--- src/rtl/alu_arbiter_pkg.sv ---
// alu_arbiter_pkg
// Shared definitions for the ALU arbiter slice: datapath widths, the ALU opcode
// codes the requesters place on reqN_op, and the arbiter FSM state encoding.
// No ports (package).

package alu_arbiter_pkg;

  // Operand/result width and ALUop width; both must match the ALU instance.
  localparam int WIDTH = 16;
  localparam int OPW   = 4;

  // ALU opcodes. The arbiter passes these through untouched; they live here so
  // requesters, the ALU and the arbiter reset value agree on one set of codes.
  localparam logic [OPW-1:0] ALU_AND = 4'd0;
  localparam logic [OPW-1:0] ALU_OR  = 4'd1;
  localparam logic [OPW-1:0] ALU_ADD = 4'd2;
  localparam logic [OPW-1:0] ALU_SUB = 4'd3;
  localparam logic [OPW-1:0] ALU_XOR = 4'd4;

  // Arbiter FSM: accept a request, give the ALU one cycle to settle, then hold
  // the response until the granted requester consumes it.
  typedef enum logic [1:0] {
    ARB_IDLE = 2'd0,
    ARB_EXEC = 2'd1,
    ARB_RESP = 2'd2
  } arbState_e;

endpackage

--- src/rtl/alu_arbiter_if.sv ---
// alu_arbiter_if
// Bundles the two requester handshakes, the shared response bus and the ALU
// hookup of the arbiter into one interface.
//   req0_* / req1_*   : request valid/ready plus operands and op, per port
//   rsp0_* / rsp1_*   : response valid/ready, per port
//   rsp_result        : shared result register, qualified by rspN_valid
//   alu_a/alu_b/alu_op: registered operands/op towards the ALU
//   alu_result        : combinational ALU output back to the arbiter
//   busy              : arbiter is not idle
// Modports: slave = arbiter side, master = requester/ALU side.

interface alu_arbiter_if;
  import alu_arbiter_pkg::*;

  logic             req0_valid;
  logic             req0_ready;
  logic [WIDTH-1:0] req0_a;
  logic [WIDTH-1:0] req0_b;
  logic [OPW-1:0]   req0_op;
  logic             rsp0_valid;
  logic             rsp0_ready;

  logic             req1_valid;
  logic             req1_ready;
  logic [WIDTH-1:0] req1_a;
  logic [WIDTH-1:0] req1_b;
  logic [OPW-1:0]   req1_op;
  logic             rsp1_valid;
  logic             rsp1_ready;

  logic [WIDTH-1:0] rsp_result;
  logic [WIDTH-1:0] alu_a;
  logic [WIDTH-1:0] alu_b;
  logic [OPW-1:0]   alu_op;
  logic [WIDTH-1:0] alu_result;
  logic             busy;

  modport slave (
    input  req0_valid, req0_a, req0_b, req0_op, rsp0_ready,
    input  req1_valid, req1_a, req1_b, req1_op, rsp1_ready,
    input  alu_result,
    output req0_ready, rsp0_valid, req1_ready, rsp1_valid,
    output rsp_result, alu_a, alu_b, alu_op, busy
  );

  modport master (
    output req0_valid, req0_a, req0_b, req0_op, rsp0_ready,
    output req1_valid, req1_a, req1_b, req1_op, rsp1_ready,
    output alu_result,
    input  req0_ready, rsp0_valid, req1_ready, rsp1_valid,
    input  rsp_result, alu_a, alu_b, alu_op, busy
  );

endinterface

--- src/rtl/alu_arbiter_rr.sv ---
// rr_arbiter_2
// Two-port round-robin picker. Purely combinational.
//   valid_i[1:0] : request present per port
//   ptr_i        : port that wins when both request
//   en_i         : arbitration allowed this cycle
//   grant_o[1:0] : one-hot winner (all zero when disabled or nobody requests)
//   ptrNext_o    : pointer to load if the grant is taken (the non-winning port)

module rr_arbiter_2 (
  input  logic [1:0] valid_i,
  input  logic       ptr_i,
  input  logic       en_i,
  output logic [1:0] grant_o,
  output logic       ptrNext_o
);

  // A lone requester wins regardless of the pointer; the pointer only breaks
  // ties. After any grant the pointer moves to the port that did not win.
  always_comb begin
    grant_o   = 2'b00;
    ptrNext_o = ptr_i;
    if (en_i) begin
      unique case (valid_i)
        2'b01:   grant_o = 2'b01;
        2'b10:   grant_o = 2'b10;
        2'b11:   grant_o = ptr_i ? 2'b10 : 2'b01;
        default: grant_o = 2'b00;
      endcase
      if (grant_o != 2'b00) begin
        ptrNext_o = ~grant_o[1];
      end
    end
  end

endmodule

--- src/rtl/alu_arbiter.sv ---
// alu_arbiter
// Shares one combinational ALU between the core datapath (port 0) and the
// address/branch unit (port 1). A request is accepted in IDLE, its operands
// are registered onto the ALU inputs, the ALU gets one cycle to settle, and the
// registered result is held for the granted port until it is consumed.
//   clock : system clock, rising edge
//   reset : asynchronous, active-low
//   bus   : alu_arbiter_if.slave (request/response handshakes + ALU hookup)

module alu_arbiter
  import alu_arbiter_pkg::*;
(
  input logic          clock,
  input logic          reset,
  alu_arbiter_if.slave bus
);

  arbState_e        state_q, state_d;
  logic             ptr_q, ptr_d;
  logic             grantId_q, grantId_d;
  logic [WIDTH-1:0] aluA_q, aluA_d;
  logic [WIDTH-1:0] aluB_q, aluB_d;
  logic [OPW-1:0]   aluOp_q, aluOp_d;
  logic [WIDTH-1:0] result_q, result_d;

  logic [1:0] reqValid;
  logic [1:0] grant;
  logic       ptrNext;
  logic       arbEn;
  logic       winnerId;
  logic       grantedRspReady;

  // Arbitration is only live in IDLE; reset is folded in so no ready can leak
  // out combinationally while the block is held in reset.
  assign reqValid = {bus.req1_valid, bus.req0_valid};
  assign arbEn    = (state_q == ARB_IDLE) && reset;

  rr_arbiter_2 u_rr (
    .valid_i   (reqValid),
    .ptr_i     (ptr_q),
    .en_i      (arbEn),
    .grant_o   (grant),
    .ptrNext_o (ptrNext)
  );

  // Only the port that owns the pending response may release it.
  assign grantedRspReady = grantId_q ? bus.rsp1_ready : bus.rsp0_ready;

  // State register and datapath registers. Reset drops any in-flight operation.
  always_ff @(posedge clock or negedge reset) begin
    if (!reset) begin
      state_q   <= ARB_IDLE;
      ptr_q     <= 1'b0;
      grantId_q <= 1'b0;
      aluA_q    <= '0;
      aluB_q    <= '0;
      aluOp_q   <= ALU_AND;
      result_q  <= '0;
    end else begin
      state_q   <= state_d;
      ptr_q     <= ptr_d;
      grantId_q <= grantId_d;
      aluA_q    <= aluA_d;
      aluB_q    <= aluB_d;
      aluOp_q   <= aluOp_d;
      result_q  <= result_d;
    end
  end

  // Next-state logic: IDLE latches the winner's request, EXEC captures the ALU
  // output after its settling cycle, RESP waits for the owner to consume.
  always_comb begin
    state_d   = state_q;
    ptr_d     = ptr_q;
    grantId_d = grantId_q;
    aluA_d    = aluA_q;
    aluB_d    = aluB_q;
    aluOp_d   = aluOp_q;
    result_d  = result_q;
    winnerId  = grant[1];

    unique case (state_q)
      ARB_IDLE: begin
        if (grant != 2'b00) begin
          aluA_d    = winnerId ? bus.req1_a  : bus.req0_a;
          aluB_d    = winnerId ? bus.req1_b  : bus.req0_b;
          aluOp_d   = winnerId ? bus.req1_op : bus.req0_op;
          grantId_d = winnerId;
          ptr_d     = ptrNext;
          state_d   = ARB_EXEC;
        end
      end
      ARB_EXEC: begin
        result_d = bus.alu_result;
        state_d  = ARB_RESP;
      end
      ARB_RESP: begin
        if (grantedRspReady) begin
          state_d = ARB_IDLE;
        end
      end
      default: begin
        state_d = ARB_IDLE;
      end
    endcase
  end

  assign bus.req0_ready = grant[0];
  assign bus.req1_ready = grant[1];
  assign bus.rsp0_valid = (state_q == ARB_RESP) && !grantId_q;
  assign bus.rsp1_valid = (state_q == ARB_RESP) &&  grantId_q;
  assign bus.rsp_result = result_q;
  assign bus.alu_a      = aluA_q;
  assign bus.alu_b      = aluB_q;
  assign bus.alu_op     = aluOp_q;
  assign bus.busy       = (state_q != ARB_IDLE);

endmodule

--- src/flat_wrapper.sv ---
// flat-port wrapper written by rule: the top's interface ports become plain ports
module alu_arbiter_flat import alu_arbiter_pkg::*;
  (clock, reset, bus_req0_valid, bus_req0_a, bus_req0_b, bus_req0_op, bus_rsp0_ready, bus_req1_valid, bus_req1_a, bus_req1_b, bus_req1_op, bus_rsp1_ready, bus_alu_result, bus_req0_ready, bus_rsp0_valid, bus_req1_ready, bus_rsp1_valid, bus_rsp_result, bus_alu_a, bus_alu_b, bus_alu_op, bus_busy);
  alu_arbiter_if bus_i ();
  input logic clock;
  input logic reset;
  input wire logic [$bits(bus_i.req0_valid)-1:0] bus_req0_valid;
  input wire logic [$bits(bus_i.req0_a)-1:0] bus_req0_a;
  input wire logic [$bits(bus_i.req0_b)-1:0] bus_req0_b;
  input wire logic [$bits(bus_i.req0_op)-1:0] bus_req0_op;
  input wire logic [$bits(bus_i.rsp0_ready)-1:0] bus_rsp0_ready;
  input wire logic [$bits(bus_i.req1_valid)-1:0] bus_req1_valid;
  input wire logic [$bits(bus_i.req1_a)-1:0] bus_req1_a;
  input wire logic [$bits(bus_i.req1_b)-1:0] bus_req1_b;
  input wire logic [$bits(bus_i.req1_op)-1:0] bus_req1_op;
  input wire logic [$bits(bus_i.rsp1_ready)-1:0] bus_rsp1_ready;
  input wire logic [$bits(bus_i.alu_result)-1:0] bus_alu_result;
  output wire logic [$bits(bus_i.req0_ready)-1:0] bus_req0_ready;
  output wire logic [$bits(bus_i.rsp0_valid)-1:0] bus_rsp0_valid;
  output wire logic [$bits(bus_i.req1_ready)-1:0] bus_req1_ready;
  output wire logic [$bits(bus_i.rsp1_valid)-1:0] bus_rsp1_valid;
  output wire logic [$bits(bus_i.rsp_result)-1:0] bus_rsp_result;
  output wire logic [$bits(bus_i.alu_a)-1:0] bus_alu_a;
  output wire logic [$bits(bus_i.alu_b)-1:0] bus_alu_b;
  output wire logic [$bits(bus_i.alu_op)-1:0] bus_alu_op;
  output wire logic [$bits(bus_i.busy)-1:0] bus_busy;
  assign bus_i.req0_valid = bus_req0_valid;
  assign bus_i.req0_a = bus_req0_a;
  assign bus_i.req0_b = bus_req0_b;
  assign bus_i.req0_op = bus_req0_op;
  assign bus_i.rsp0_ready = bus_rsp0_ready;
  assign bus_i.req1_valid = bus_req1_valid;
  assign bus_i.req1_a = bus_req1_a;
  assign bus_i.req1_b = bus_req1_b;
  assign bus_i.req1_op = bus_req1_op;
  assign bus_i.rsp1_ready = bus_rsp1_ready;
  assign bus_i.alu_result = bus_alu_result;
  assign bus_req0_ready = bus_i.req0_ready;
  assign bus_rsp0_valid = bus_i.rsp0_valid;
  assign bus_req1_ready = bus_i.req1_ready;
  assign bus_rsp1_valid = bus_i.rsp1_valid;
  assign bus_rsp_result = bus_i.rsp_result;
  assign bus_alu_a = bus_i.alu_a;
  assign bus_alu_b = bus_i.alu_b;
  assign bus_alu_op = bus_i.alu_op;
  assign bus_busy = bus_i.busy;
  alu_arbiter u_core (.clock(clock), .reset(reset), .bus(bus_i));
endmodule
--- config.mk ---
export PLATFORM = sky130hd
export DESIGN_NAME = alu_arbiter_flat
export DESIGN_NICKNAME = d
export VERILOG_FILES = /design/src/rtl/alu_arbiter_pkg.sv /design/src/rtl/alu_arbiter_if.sv /design/src/rtl/alu_arbiter_rr.sv /design/src/rtl/alu_arbiter.sv /design/src/flat_wrapper.sv
export SDC_FILE = /design/constraint.sdc
export NUM_CORES = 1
export LEC_CHECK = 0
export BUFFER_PORTS_ARGS = -buffer_cell sky130_fd_sc_hd__buf_2
export CAP_MARGIN = 10
export CORE_MARGIN = 5
export CORE_UTILIZATION = 48
export CTS_CLUSTER_DIAMETER = 100
export DETAILED_ROUTE_END_ITERATION = 10
export PLACE_DENSITY = 0.85
export SLEW_MARGIN = 20
export SYNTH_ARGS = -nofsm -noshare
export SYNTH_HDL_FRONTEND = slang
export SYNTH_SLANG_ARGS = --single-unit
export TNS_END_PERCENT = 50
--- constraint.sdc ---
create_clock -name clock -period 4.18 [get_ports clock]
set_input_delay 0.836 -clock clock [delete_from_list [all_inputs] [get_ports clock]]
set_output_delay 0.836 -clock clock [all_outputs]
set_load 0.01 [all_outputs]
==> key figures, run 1 <==
CTS
  – CTS root buf: clkbuf_8
  – Worst-path clk slew: 0.10 ns
  – Clock Latency Late Sink: between 0.3 and 0.4 ns
  – # resized after CTS: 0
  – H-tree levels: 2
  – Total CTS buffers: 5
  – Clock Path Buffers: 2
  – TritonCTS clock tree: yes
  – Hold buffer count at CTS: 0
  – Postcts setup bufs: 0
  – # clock sinks: between 50 and 60

Route
  – Final ANT Viol Nets: 0
  – Total number of vias: 2666
  – Routed WL: 8.333 mm
  – Initial drt markers: 129
  – Residual DRC count: 0
  – Vias/cell: 6.045
  – Routed wire per std cell: 18.90 um
  – Drt first pass iters: 5

Logic synthesis
  – Mapped Nets: 333
  – FF+latch count, synth: 56
  – Netlist cell types: 28
  – Post-synthesis cell count: between 200 and 250
  – Share of flip-flops with an asynchronous set or reset: 100.0%
  – Netlist area before placement: 2749 um2
  – Area share of the largest cell type after synthesis: 50.98%
  – Seq/Total Area, Yosys: just over 50%
  – Post-synth top area cell: dfrtp_1
  – EDFF count, synth: 0
  – Synth top cells by count: dfrtp_1 (56), a31oi_1 (36), o2bb2ai_1 (31), o311ai_0 (28), buf_2 (19)
  – YS warnings: 0
  – Synthesized area per cell: 11.50 um2
  – Top post-synthesis cells by area: dfrtp_1 (51%), o2bb2ai_1 (9.9%), o311ai_0 (8.9%), a31oi_1 (8.2%), mux2_2 (7.0%)
  – Most frequent cell after synthesis: dfrtp_1
  – Top FF cell, synth: dfrtp_1

Floorplan
  – Die height: 85.68 um
  – Area of the core: 5540 um2
  – # IOs: about 150
  – Die width: 85.68 um
  – Initial Utilization: about half
  – Die area: 7340 um2
  – Site Rows: 27

Placed design
  – Dpl cells: about 430
  – RePlAce Congestion: approximately 0.78
  – Dpl hpwl: 5.690 mm
  – PortBufs: 150

Critical path
  – Crit-path max cell delay: around 0.4 ns
  – Setup crit start kind: input port
  – Critical-path top delay cell: nand2_2
  – Crit. End Element: output port
  – Worst EP arrival: roughly 2.2 ns
  – Setup CP Type: input port to output port
  – Crit path max fanout: 34
  – Crit-path most repeated cell: buf_2
  – WP data required: 3.34 ns
  – Worst-path cell chain: buf_2 -> or2_1 -> nand2_2 -> a21oi_1 -> buf_2

Global routing
  – Total GRT Usage: 22.16%
  – First-pass GRT wire length: 13.22 mm
  – Largest net degree at the start of global routing: 74
  – Remaining Overflow, GRT: 0
  – Initial antenna violation count: 0
  – Number of global-route vias before repair: 2677

STA
  – Tcrit/Tclk final: 72.69%
  – Worst Tran Pin Value: 0.7757 ns
  – Hold WS: approximately 0.49 ns
  – RSZ-0062 raised after global routing: no
  – Max transition margin: 48.28%
  – Skew final: approximately 0.0080 ns
  – Setup TNS: 0 ns
  – Final Setup Violations: 0
  – Max Freq: 0.3291 GHz
  – Minimum clock period: 3.038 ns
  – Final Hold Vio Count: 0
  – Slew Viols, Final: 0

Final layout
  – Final net count: 463
  – Filler cell count: around 450
  – Area Overhead vs Synth: 31.18%
  – Diode count: 0
  – Share of cells above drive strength 1: between 50% and 60%
  – Fin cells: 441

Run status
  – Outcome: finished, final reports clean

Pwr
  – Leakage power: 1.670 nW
  – Power density over the cells: approximately 670 nW/um2
  – Pwr Total: ~0.0024 W
  – VDD IR-drop max: 0.2981 mV

Worst hold path
  – Hold Crit Class: flop to flop

Run
  – Max_cap viols: 0
==> where the power goes <==
group / internal, W / total, W / switching (W)
logic: 0.000478 / 0.00105 / 0.000572
clock network: 0.000236 / 0.000409 / 0.000173
registers: 0.000810 / 0.000966 / 0.000157
total: 0.00152 / 0.00243 / 0.000901
==> cell usage in the layout (no fill, tap or decap), drive strengths merged, types with 5 or more instances in the layout <==
cell and instances:
a31oi 36, buf 156, clkbuf 5, mux2 17, dfrtp 56, a21oi 7
o31ai 5, nand4 5, o2bb2ai 31, o311ai 31
==> cell families (layout without fill, tap and decap cells) <==
| family | Yosys count | count (layout) | share of synthesized area (%) |
|---|---|---|---|
| flops | 56 | 56 | 50.98 |
| simple gates | 18 | 18 | 4.552 |
| mux | 17 | 17 | 6.964 |
| buf+inv | 36 | 166 | 6.463 |
| compound gates | 112 | 112 | 31.04 |
==> path summary, 6_finish.rpt <==
check / slack (ns) / cells past startpoint / end / from
setup reg to reg: 2.34 / 4 / u_core.bus.alu_b[9] / u_core.state_q[1]
setup / recovery: 1.14 / 5 / bus_req0_ready / bus_req1_valid
min in group asynchronous: 0.70 / 2 / u_core.bus.alu_a[9] / reset
hold / removal: 0.49 / 1 / u_core.bus.alu_a[9] / u_core.bus.alu_a[9]
max in group asynchronous: 3.04 / 2 / u_core.bus.rsp_result[7] / reset
hold reg to reg: 0.49 / 1 / u_core.bus.alu_a[9] / u_core.bus.alu_a[9]
==> area by class of cell <==
type	instances	area, um2	share of cell area (%)
inverters	3	11.26	0.3123
multi-input cells	147	1179	32.69
flip-flops and latches	56	1401	38.86
clock inverters	2	60.06	1.666
well taps	72	90.09	2.498
repair buffers	156	795.8	22.07
clock buffers	5	68.82	1.908
==> state kept, by name, indices dropped and copies added, names as in the netlist <==
signal and count:
u_core.state_q 2, u_core.ptr_q 1, u_core.bus.alu_a 16, u_core.grantId_q 1
u_core.bus.alu_op 4, u_core.bus.rsp_result 16, u_core.bus.alu_b 16
==> worst max-delay path: cells and delay by family <==
family          cells  cell delay, ns
buf+inv             2            0.47
simple gates        2            0.59
compound gates      1            0.30
==> layer usage <==
| layer | routed length, um | track usage [%] | part of all wire (%) |
|---|---|---|---|
| met5 | 0 | 0 | 0 |
| met4 | 135 | 6.763 | 1.6 |
| met3 | 582 | 3.650 | 7.0 |
| met2 | 4431 | 37.50 | 53 |
| met1 | 3184 | 29.19 | 38 |
==> stage by stage <==
| step | util [%] | setup WS, ns | cell area [um2] |
|---|---|---|---|
| global route | 65.09 | 0.9972 | 3606 |
| CTS | 65.09 | 1.164 | 3606 |
| floorplan | - | 1.724 | 2749 |
| global placement | 62.76 | 1.211 | 3477 |
| finish | 65.09 | 1.142 | 3606 |
| detailed placement | 62.76 | 1.171 | 3477 |
No activity file was read; power rests on OpenSTA's default activity.
==> run 2: changes to the inputs <==
--- a/config.mk
+++ b/config.mk
@@ -5,13 +5,14 @@
 export SDC_FILE = /design/constraint.sdc
 export NUM_CORES = 1
 export LEC_CHECK = 0
+export ABC_AREA = 1
 export BUFFER_PORTS_ARGS = -buffer_cell sky130_fd_sc_hd__buf_2
 export CAP_MARGIN = 10
 export CORE_MARGIN = 5
-export CORE_UTILIZATION = 48
+export CORE_UTILIZATION = 41
 export CTS_CLUSTER_DIAMETER = 100
 export DETAILED_ROUTE_END_ITERATION = 10
-export PLACE_DENSITY = 0.85
+export PLACE_DENSITY = 0.77
 export SLEW_MARGIN = 20
 export SYNTH_ARGS = -nofsm -noshare
 export SYNTH_HDL_FRONTEND = slang
==> constraint.sdc (replaced) <==
create_clock -name clock -period 2.62 [get_ports clock]
set_input_delay 0.524 -clock clock [delete_from_list [all_inputs] [get_ports clock]]
set_output_delay 0.524 -clock clock [all_outputs]
set_load 0.01 [all_outputs]
==> key figures, run 2 <==
Run status
  – Outcome: finished, final reports clean

STA
  – Minimum clock period: approximately 1.8 ns
  – Skew final: about 0.0080 ns
  – Final Hold Vio Count: 0
  – Max Freq: 0.5444 GHz
  – Final Setup Violations: 0
  – Setup TNS: 0 ns
  – RSZ-0062 raised after global routing: no
  – Worst Tran Pin Value: roughly 0.68 ns
  – Tcrit/Tclk final: 70.11%
  – Slew Viols, Final: 0
  – Max transition margin: 54.74%

Critical path
  – Origin of the worst setup path: u_core.state_q[0]
  – Worst-path cell chain: inv_2 -> nand2_4 -> nor3_4 -> inv_2 -> nor2_1 -> buf_2
  – Crit. End Element: output port
  – R2R cell count: 8
  – Critical-path top delay cell: dfrtp_1
  – Delay-heaviest family, CP: flip-flops
  – Worst EP arrival: 1.31 ns
  – Crit-path max cell delay: 0.41 ns
  – Crit path max fanout: 3
  – WP buf/inv: 3
  – Crit-path most repeated cell: inv_2
  – Worst path depth: 6
  – WP data required: 2.10 ns
  – Worst r2r src: u_core.state_q[0]
  – Setup CP Type: flop to output port
  – Setup crit start kind: flop

Floorplan
  – Area of the core: 6756 um2
  – Die area: 8702 um2
  – Die height: 93.29 um
  – Die width: 93.29 um
  – # IOs: 151
  – Site Rows: 30
  – Initial Utilization: between 40 and 50%

Route
  – Drt first pass iters: 4
  – Residual DRC count: 0
  – Vias/cell: 4.595
  – Final ANT Viol Nets: 0
  – Initial drt markers: 63
  – Routed WL: 7.209 mm
  – Routed wire per std cell: 12.16 um
  – Total number of vias: around 2700

Logic synthesis
  – Post-synth top area cell: dfrtp_1
  – Synthesized area per cell: a little under 8 um2
  – Most frequent cell after synthesis: nand2_1
  – Area share of the largest cell type after synthesis: 49.27%
  – YS warnings: 0
  – Netlist area before placement: 2844 um2
  – Top post-synthesis cells by area: dfrtp_1 (49%), nand2_1 (19%), inv_1 (9.9%), nand3_1 (7.2%), mux2_2 (6.3%)
  – Seq/Total Area, Yosys: about half
  – Mapped Nets: 460
  – Share of flip-flops with an asynchronous set or reset: 100.0%
  – Post-synthesis cell count: about 370
  – Top FF cell, synth: dfrtp_1
  – EDFF count, synth: 0
  – Netlist cell types: 18
  – Synth top cells by count: nand2_1 (145), inv_1 (75), dfrtp_1 (56), nand3_1 (41), mux2_2 (16)
  – FF+latch count, synth: between 50 and 60

Pwr
  – Sw frac: 39.21%
  – Leakage power: 2.396 nW
  – Clock power frac: around an eighth
  – Combinational power share: 45.0%
  – Power density over the cells: roughly 960 nW/um2
  – Sequential power share: roughly 42%
  – Pwr Total: 0.003580 W
  – VDD IR-drop max: roughly 0.30 mV
  – NetSw: 0.001404 W
  – Power Internal: approximately 0.0022 W

CTS
  – Hold buffer count at CTS: 0
  – Clock Path Buffers: 2
  – # resized after CTS: 0
  – Clock Latency Late Sink: 0.30 ns
  – H-tree levels: 2
  – Worst-path clk slew: 0.10 ns
  – Total CTS buffers: 5
  – Postcts setup bufs: 0
  – TritonCTS clock tree: yes
  – CTS root buf: clkbuf_8
  – # clock sinks: between 50 and 60

Final layout
  – Final net count: between 600 and 700
  – Most common cell after layout, fill and taps aside: buf_2
  – Area Overhead vs Synth: 30.62%
  – Share of cells above drive strength 1: between 30% and 40%
  – Diode count: 0
  – Most frequent cells in the layout: buf_2 (150), nand2_1 (145), inv_1 (75)
  – Final instance area: approximately 3700 um2

Placed design
  – RePlAce Congestion: 0.7413
  – Dpl hpwl: 5.540 mm
  – Area post-placement: between 3000 and 4000 um2
  – PortBufs: 150

Global routing
  – Largest net degree at the start of global routing: between 50 and 60
  – First-pass GRT wire length: 11.76 mm
  – Remaining Overflow, GRT: 0
  – Total GRT Usage: 16.53%
  – Initial antenna violation count: 0
  – Number of global-route vias before repair: 2677

Run
  – Max_cap viols: 0

Worst hold path
  – Hold Crit Class: input port to async pin
-- run 2: final timing paths --
check                                           endpoint  slack, ns
worst min register to register       u_core.bus.alu_a[7]       0.48
min in group clock              u_core.bus.rsp_result[1]       0.45
worst max register to register       u_core.bus.alu_b[2]       1.17
max in group asynchronous           u_core.bus.alu_b[10]       1.77
worst max-delay path                      bus_req0_ready       0.78
worst min-delay path            u_core.bus.rsp_result[5]       0.41
-- run 2: worst register-to-register path: stages (launching register included) --
cell and delay, ns:
dfrtp_1 0.39, inv_2 0.07, nand2_4 0.11, nor2_8 0.05, nand2_1 0.09, buf_4 0.36
nand2_1 0.12, nand3_1 0.10, nand2_1 0.06
-- run 2: power groups by stage --
stage	Combinational (W)	Clock (W)	Sequential (W)
after floorplan	0.000773	0	0.00172
after global placement	0.00159	0	0.00152
after detailed placement	0.00164	0	0.00152
after CTS	0.00164	0.000482	0.00152
after global routing	0.00179	0.000517	0.00156
final	0.00161	0.000452	0.00152
-- run 2: layout make-up --
| cell class | instances | area [um2] |
|---|---|---|
| inverters | 79 | 296.5 |
| flip-flops and latches | 56 | 1401 |
| repair buffers | 156 | 795.8 |
| fillers | 653 | 3042 |
| well taps | 80 | 100.1 |
| clock inverters | 2 | 16.27 |
| multi-input cells | 214 | 1032 |
| clock buffers | 6 | 72.57 |
-- run 2: per-layer routing --
metal	wire, um	vias up	GRT usage, %	share of wire [%]
met3	614	10	4.023	8.5
met2	3569	109	29.54	50
met1	2928	1242	19.48	41
li1	-	1364	-	-
met5	0	-	0	0
met4	96	0	5.006	1.3
-- run 2: per-stage QoR --
step | setup WS, ns | util [%] | hold WS, ns | instances
floorplan | 0.8903 | - | 0.2284 | 366
global placement | 0.8362 | 53.67 | 0.4595 | 585
detailed placement | 0.8736 | 53.67 | 0.4620 | 585
CTS | 0.7559 | 54.98 | 0.4241 | 593
global route | 0.6655 | 54.98 | 0.4259 | 593
finish | 0.7832 | 54.98 | 0.4057 | 593
-- run 2: logic make-up (layout without fill, tap and decap cells) --
logic type,after synthesis,after routing,share of synthesized area [%]
AO/OA/AOI/OAI,4,4,0.7918
buffers and inverters,96,243,14.83
flip-flops,56,56,49.27
multiplexers,16,16,6.335
AND/OR/NAND/NOR,194,194,28.77
